File: src/rtl/mem_access_unit_if.sv
// mem_access_unit_if: data-bus bundle between the MEM-stage load/store unit
// and the data memory / bus fabric.
//   req    unit -> bus   request valid, held for the whole transaction
//   addr   unit -> bus   word-aligned address
//   we     unit -> bus   byte write enables (all zero for loads)
//   wdata  unit -> bus   byte-lane aligned store data
//   ack    bus  -> unit  one-cycle completion pulse
//   rdata  bus  -> unit  read word, valid together with ack
// Modports: master (load/store unit side), slave (memory side).
interface mem_access_unit_if;
    logic        req;
    logic [31:0] addr;
    logic [3:0]  we;
    logic [31:0] wdata;
    logic        ack;
    logic [31:0] rdata;

    modport master (output req, addr, we, wdata, input ack, rdata);
    modport slave  (input req, addr, we, wdata, output ack, rdata);
endinterface

File: src/rtl/mem_access_unit.sv
// mem_access_unit: MEM-stage load/store unit. Issues one req/ack data-bus
// transaction per load or store, stalls the pipeline until the transaction
// completes or times out, aligns store data/enables to byte lanes, extends
// load data, and holds the MEM-WB segment registers.
// Ports:
//   clk, rst            clock (rising edge), asynchronous active-high reset
//   en, clear           MEM-WB register enable and synchronous flush
//   AluOutM..RdM        EX-MEM segment values of the instruction in MEM
//   dbus                data bus (mem_access_unit_if.master)
//   StallMem            combinational stall request to the hazard unit
//   AluOutW..BusErrW    MEM-WB segment register outputs
// Parameter MAX_WAIT: BUSY cycles without ack before the access aborts.
// Optional macro MEM_MISALIGN_TRAP_EN: misaligned half/word accesses skip
// the bus and complete immediately with BusErrW=1.
module mem_access_unit #(
    parameter int unsigned MAX_WAIT = 16
) (
    input  logic                   clk,
    input  logic                   rst,
    input  logic                   en,
    input  logic                   clear,
    input  logic [31:0]            AluOutM,
    input  logic [31:0]            StoreDataM,
    input  logic [3:0]             MemWriteM,
    input  logic                   MemToRegM,
    input  logic [2:0]             RegWriteM,
    input  logic [4:0]             RdM,
    mem_access_unit_if.master      dbus,
    output logic                   StallMem,
    output logic [31:0]            AluOutW,
    output logic [31:0]            LoadDataW,
    output logic [4:0]             RdW,
    output logic [2:0]             RegWriteW,
    output logic                   MemToRegW,
    output logic                   BusErrW
);

    typedef enum logic [1:0] {IDLE, BUSY, RESP} state_t;

    state_t      state, state_next;
    logic [7:0]  wait_cnt;
    logic        err_flag;
    logic [31:0] rdata_q;
    logic        access;
    logic [1:0]  offset;
    logic        trap;
    logic        issue, trap_go, timeout;
    logic [7:0]  sel_byte;
    logic [15:0] sel_half;
    logic [31:0] ext_data, load_data;
    logic        resp_err;

    assign access   = MemToRegM | (|MemWriteM);
    assign offset   = AluOutM[1:0];
    assign resp_err = (state == RESP) && err_flag;

`ifdef MEM_MISALIGN_TRAP_EN
    logic is_half, is_word;
    always_comb begin
        is_half = (MemToRegM && (RegWriteM == 3'd2 || RegWriteM == 3'd5)) || (MemWriteM == 4'b0011);
        is_word = (MemToRegM && !(RegWriteM inside {3'd1, 3'd2, 3'd4, 3'd5})) || (MemWriteM == 4'b1111);
        trap    = access && ((is_half && offset[0]) || (is_word && offset != 2'b00));
    end
`else
    assign trap = 1'b0;
`endif

    always_ff @(posedge clk or posedge rst) begin
        if (rst) state <= IDLE;
        else     state <= state_next;
    end

    // An ack in the same cycle as the final wait count wins over the timeout.
    always_comb begin
        state_next = state;
        StallMem   = 1'b0;
        issue      = 1'b0;
        trap_go    = 1'b0;
        timeout    = 1'b0;
        case (state)
            IDLE: begin
                if (access) begin
                    StallMem = 1'b1;
                    if (trap) begin
                        trap_go    = 1'b1;
                        state_next = RESP;
                    end else begin
                        issue      = 1'b1;
                        state_next = BUSY;
                    end
                end
            end
            BUSY: begin
                StallMem = 1'b1;
                if (dbus.ack) begin
                    state_next = RESP;
                end else if (wait_cnt == 8'(MAX_WAIT - 1)) begin
                    timeout    = 1'b1;
                    state_next = RESP;
                end
            end
            RESP:    state_next = IDLE;
            default: state_next = IDLE;
        endcase
    end

    // Bus fields are latched once at issue and held until the next issue;
    // the error flag lives only until the RESP cycle hands it to WB.
    always_ff @(posedge clk or posedge rst) begin
        if (rst) begin
            dbus.req   <= 1'b0;
            dbus.addr  <= '0;
            dbus.we    <= '0;
            dbus.wdata <= '0;
            wait_cnt   <= '0;
            err_flag   <= 1'b0;
            rdata_q    <= '0;
        end else if (issue) begin
            dbus.req   <= 1'b1;
            dbus.addr  <= {AluOutM[31:2], 2'b00};
            dbus.we    <= MemToRegM ? 4'b0000 : (MemWriteM << offset);
            dbus.wdata <= StoreDataM << {offset, 3'b000};
            wait_cnt   <= '0;
            err_flag   <= 1'b0;
        end else if (trap_go) begin
            err_flag <= 1'b1;
            rdata_q  <= '0;
        end else if (state == BUSY) begin
            if (dbus.ack) begin
                dbus.req <= 1'b0;
                rdata_q  <= dbus.rdata;
            end else if (timeout) begin
                dbus.req <= 1'b0;
                err_flag <= 1'b1;
                rdata_q  <= '0;
            end else begin
                wait_cnt <= wait_cnt + 8'd1;
            end
        end else if (state == RESP) begin
            err_flag <= 1'b0;
        end
    end

    // Misaligned halves fall back to the half selected by offset[1].
    always_comb begin
        sel_byte = 8'(rdata_q >> {offset, 3'b000});
        sel_half = offset[1] ? rdata_q[31:16] : rdata_q[15:0];
        case (RegWriteM)
            3'd1:    ext_data = {{24{sel_byte[7]}}, sel_byte};
            3'd2:    ext_data = {{16{sel_half[15]}}, sel_half};
            3'd4:    ext_data = {24'd0, sel_byte};
            3'd5:    ext_data = {16'd0, sel_half};
            default: ext_data = rdata_q;
        endcase
        load_data = MemToRegM ? ext_data : 32'd0;
    end

    always_ff @(posedge clk or posedge rst) begin
        if (rst) begin
            AluOutW   <= '0;
            LoadDataW <= '0;
            RdW       <= '0;
            RegWriteW <= '0;
            MemToRegW <= 1'b0;
            BusErrW   <= 1'b0;
        end else if (en && !StallMem) begin
            if (clear) begin
                AluOutW   <= '0;
                LoadDataW <= '0;
                RdW       <= '0;
                RegWriteW <= '0;
                MemToRegW <= 1'b0;
                BusErrW   <= 1'b0;
            end else begin
                AluOutW   <= AluOutM;
                LoadDataW <= load_data;
                RdW       <= RdM;
                RegWriteW <= resp_err ? 3'd0 : RegWriteM;
                MemToRegW <= MemToRegM;
                BusErrW   <= resp_err;
            end
        end
    end

endmodule
File: src/flat_wrapper.sv
// flat-port wrapper written by rule: the top's interface ports become plain ports
module mem_access_unit_flat 
#(
    parameter int unsigned MAX_WAIT = 16
)
  (clk, rst, en, clear, AluOutM, StoreDataM, MemWriteM, MemToRegM, RegWriteM, RdM, StallMem, AluOutW, LoadDataW, RdW, RegWriteW, MemToRegW, BusErrW, dbus_req, dbus_addr, dbus_we, dbus_wdata, dbus_ack, dbus_rdata);
  mem_access_unit_if dbus_i ();
  input  logic clk;
  input  logic rst;
  input  logic en;
  input  logic clear;
  input  logic [31:0] AluOutM;
  input  logic [31:0] StoreDataM;
  input  logic [3:0] MemWriteM;
  input  logic MemToRegM;
  input  logic [2:0] RegWriteM;
  input  logic [4:0] RdM;
  output logic StallMem;
  output logic [31:0] AluOutW;
  output logic [31:0] LoadDataW;
  output logic [4:0] RdW;
  output logic [2:0] RegWriteW;
  output logic MemToRegW;
  output logic BusErrW;
  output wire logic [$bits(dbus_i.req)-1:0] dbus_req;
  output wire logic [$bits(dbus_i.addr)-1:0] dbus_addr;
  output wire logic [$bits(dbus_i.we)-1:0] dbus_we;
  output wire logic [$bits(dbus_i.wdata)-1:0] dbus_wdata;
  input wire logic [$bits(dbus_i.ack)-1:0] dbus_ack;
  input wire logic [$bits(dbus_i.rdata)-1:0] dbus_rdata;
  assign dbus_req = dbus_i.req;
  assign dbus_addr = dbus_i.addr;
  assign dbus_we = dbus_i.we;
  assign dbus_wdata = dbus_i.wdata;
  assign dbus_i.ack = dbus_ack;
  assign dbus_i.rdata = dbus_rdata;
  mem_access_unit #(.MAX_WAIT(MAX_WAIT)) u_core (.clk(clk), .rst(rst), .en(en), .clear(clear), .AluOutM(AluOutM), .StoreDataM(StoreDataM), .MemWriteM(MemWriteM), .MemToRegM(MemToRegM), .RegWriteM(RegWriteM), .RdM(RdM), .dbus(dbus_i), .StallMem(StallMem), .AluOutW(AluOutW), .LoadDataW(LoadDataW), .RdW(RdW), .RegWriteW(RegWriteW), .MemToRegW(MemToRegW), .BusErrW(BusErrW));
endmodule
File: config.mk
export PLATFORM = sky130hd
export DESIGN_NAME = mem_access_unit_flat
export DESIGN_NICKNAME = d
export VERILOG_FILES = /design/src/rtl/mem_access_unit_if.sv /design/src/rtl/mem_access_unit.sv /design/src/flat_wrapper.sv
export SDC_FILE = /design/constraint.sdc
export NUM_CORES = 1
export LEC_CHECK = 0
export CORE_ASPECT_RATIO = 0.9
export CORE_MARGIN = 2
export CORE_UTILIZATION = 50
export DETAILED_ROUTE_END_ITERATION = 8
export PLACE_DENSITY = 0.95
export SLEW_MARGIN = 20
export SYNTH_ARGS = -nofsm -noshare
export SYNTH_HDL_FRONTEND = slang
export SYNTH_SLANG_ARGS = --single-unit
File: constraint.sdc
create_clock -name clk -period 10.5 [get_ports clk]
set_input_delay 1.575 -clock clk [delete_from_list [all_inputs] [get_ports clk]]
set_output_delay 1.575 -clock clk [all_outputs]
set_load 0.01 [all_outputs]
==> reports/metrics.yaml <==
grt_pass1_vias: 7272
fill_cells: 1183
placement_rows: 45
antenna_found_initial: 2
critPathMaxFanout: 87
synth_area_leaders: "dfrtp_1, nand2_1, o21ai_0"
crit_family: "buffers and inverters"
dp_hpwl_mm: 16.4
syn_area_sq_um: 8650
root_buffer: "clkbuf_16"
track_usage_pct: 26.5
hold_viol_final: 0
crit_top_cell: "clkdlybuf4s50_1"
arrival_ns: 4.02
viasPerCell: 5.79
finalInstanceArea_sq_um: 11700
ir_worst_vdd_mv: 0.157
cp_cell_sequence: "clkdlybuf4s50_1, nor3_4, a21o_4, nand2_1, clkdlybuf4s50_1"
synthDominantCellAreaShare_pct: 53.2
slew_headroom_pct: 27.9
cts_tree: "yes"
grt_pass1_wl_mm: 38.3
drc: 0
total_power_uw: 3180
fin_worst_skew_ns: 0.0161
wire_per_inst_um: 19.1
synth.avg_cell_area_sq_um: 10.4
yosysWarnings: 0
worst_pin_slew_ns: 1.08
io_pins: 258
crit_path_max_incr_delay_ns: 0.73
crit_type: "in2out"
ys_async_sr_fraction_pct: 100
synth_cell_type_count: 65
finalWeightedCongestion: 0.814
p_per_area_nw_per_um2: 271
cts_buffers: 17
drive_gt1_share_pct: 7.71
vias: 7386
end_kind: "primary output"
htree_levels: 4
drt_iter0_markers: 512
max_cap_violations: 0
ctsResizeCount: 0
cts.sinks: 184
place_ws_ns: 4.96
antenna_left: 0
synth_common_cells: "dfrtp_1, nand2_1, o21ai_0"
ctsLongestPathBuffers: 2
placed_area_sq_um: 11100
fmaxAchievable_ghz: 0.179
fin_ws_ns: 4.90
dieArea_sq_um: 18400
syn_inst: 835
clk_pin_slew_ns: 0.06
crit_buf_inv: 2
globalRouteOverflowTotal: 0
grt_max_degree: 123
hold_class: "reg2reg"
yosysTopAreaCell: "dfrtp_1"
core_area_sq_um: 16900
die_y_um: 129
outcome: "completed"
rsz0062_at_grt: "false"
report.final.slew_viol_count: 0
ys_seq_area_share_pct: 53.2
setup-tns-final_ns: 0
cts_hold_buffers: 0
yosys_register_bits: 184
slowest_stage: "a21o_4"
grt_use_met1_pct: 34.9
fin_crit_ns: 5.60
firstDrtPassIters: 4
port_buffers: 255
grt_util_met3_pct: 7.74
syn2layout_area_growth_pct: 35.4
post-route-period-util_pct: 53.3
initial_core_util_pct: 51.2
synth_edf_count: 0
required_ns: 8.93
p_leak_uw: 0.00500
fp.dieW_um: 143
nNetsFinal: 1169
grt.busiest_layer: "met2"
insertion_delay_ns: 0.43
grt_use_met2_pct: 41.3
yosysMostFrequentCell: "dfrtp_1"
setup_viol: 0
cts_setup_buffers: 0
drt-total-wl_mm: 24.4
worst_setup_path_start_kind: "primary input"
synth_ff_type: "dfrtp_1"
==> cells by family after synthesis <==
kind of cell	share of synthesized area [%]
adder cells (fa/ha/maj)	0.578
AND/OR/NAND/NOR	14.7
XOR/XNOR	0.506
AO/OA/AOI/OAI	21.4
multiplexers	4.74
flip-flops	53.2
other	0.0433
buffers and inverters	4.79
==> final cells by class <==
cell class              count  area [sq um]  area share (%)
flip-flops and latches    184          4600            39.3
diodes                      2          5.00          0.0427
clock inverters            14           139            1.19
clock buffers              17           425            3.63
inverters                   7          33.8           0.288
well taps                 211           264            2.25
multi-input cells         578          3640            31.1
repair buffers            263          2600            22.2
==> tightest hold or removal path, delay by kind of cell (launching register included) <==
kind          cells  cell delay [ns]
flops             1             0.34
simple gates      2             0.11
==> final timing paths <==
kind / from / to / slack (ns) / depth (start not counted)
setup / recovery: MemToRegM / StallMem / 4.90 / 5
hold / removal: u_core.dbus.addr[23] / u_core.dbus.addr[23] / 0.47 / 2
setup reg to reg: u_core.state[0] / u_core.BusErrW / 7.09 / 7
hold reg to reg: u_core.dbus.addr[23] / u_core.dbus.addr[23] / 0.47 / 2
max in group asynchronous: rst / u_core.RdW[0] / 7.43 / 3
min in group asynchronous: rst / u_core.rdata_q[31] / 1.67 / 2
==> per-layer routing <==
layer | share of wire (%) | routed length (um)
met1 | 40 | 9770
met4 | 3.1 | 754
met3 | 9.6 | 2330
met5 | 0 | 0
met2 | 47 | 11500
==> sequential cells by signal (all words and copies together), names as in the netlist <==
name	cells
u_core.state	2
u_core.BusErrW	1
u_core.dbus.we	4
u_core.dbus.wdata	32
u_core.err_flag	1
u_core.RdW	5
u_core.dbus.addr	30
u_core.rdata_q	32
u_core.dbus.req	1
u_core.wait_cnt	8
u_core.RegWriteW	3
u_core.LoadDataW	32
u_core.AluOutW	32
u_core.MemToRegW	1
==> through the flow <==
stage          hold slack (ns)  instances  util (%)
3_3_place_gp             0.448       1243      66.0
2_1_floorplan            0.474        836         -
5_1_grt                  0.502       1276      69.4
6_report                 0.474       1276      69.4
3_5_place_dp             0.461       1243      66.0
4_1_cts                  0.478       1274      69.3
==> cell usage in the layout (no fill, tap or decap), drive strengths merged, types with 4 or more instances in the layout <==
master	n
a211oi	8
a21boi	7
a21oi	39
a22o	32
and3b	4
buf	10
clkbuf	17
clkdlybuf4s50	253
clkinv	6
dfrtp	184
ha	4
inv	12
mux2	16
mux2i	23
nand2	137
nand2b	42
nand3	6
nor2	35
nor2b	11
o21ai	112
o221ai	7
o2bb2ai	30
o31ai	14
or3	4
==> power breakdown <==
| part | internal, uW | switching [uW] |
|---|---|---|
| sequential | 1000 | 190 |
| combinational | 693 | 686 |
| clock | 312 | 293 |
Power figures use the tool's default switching activity.
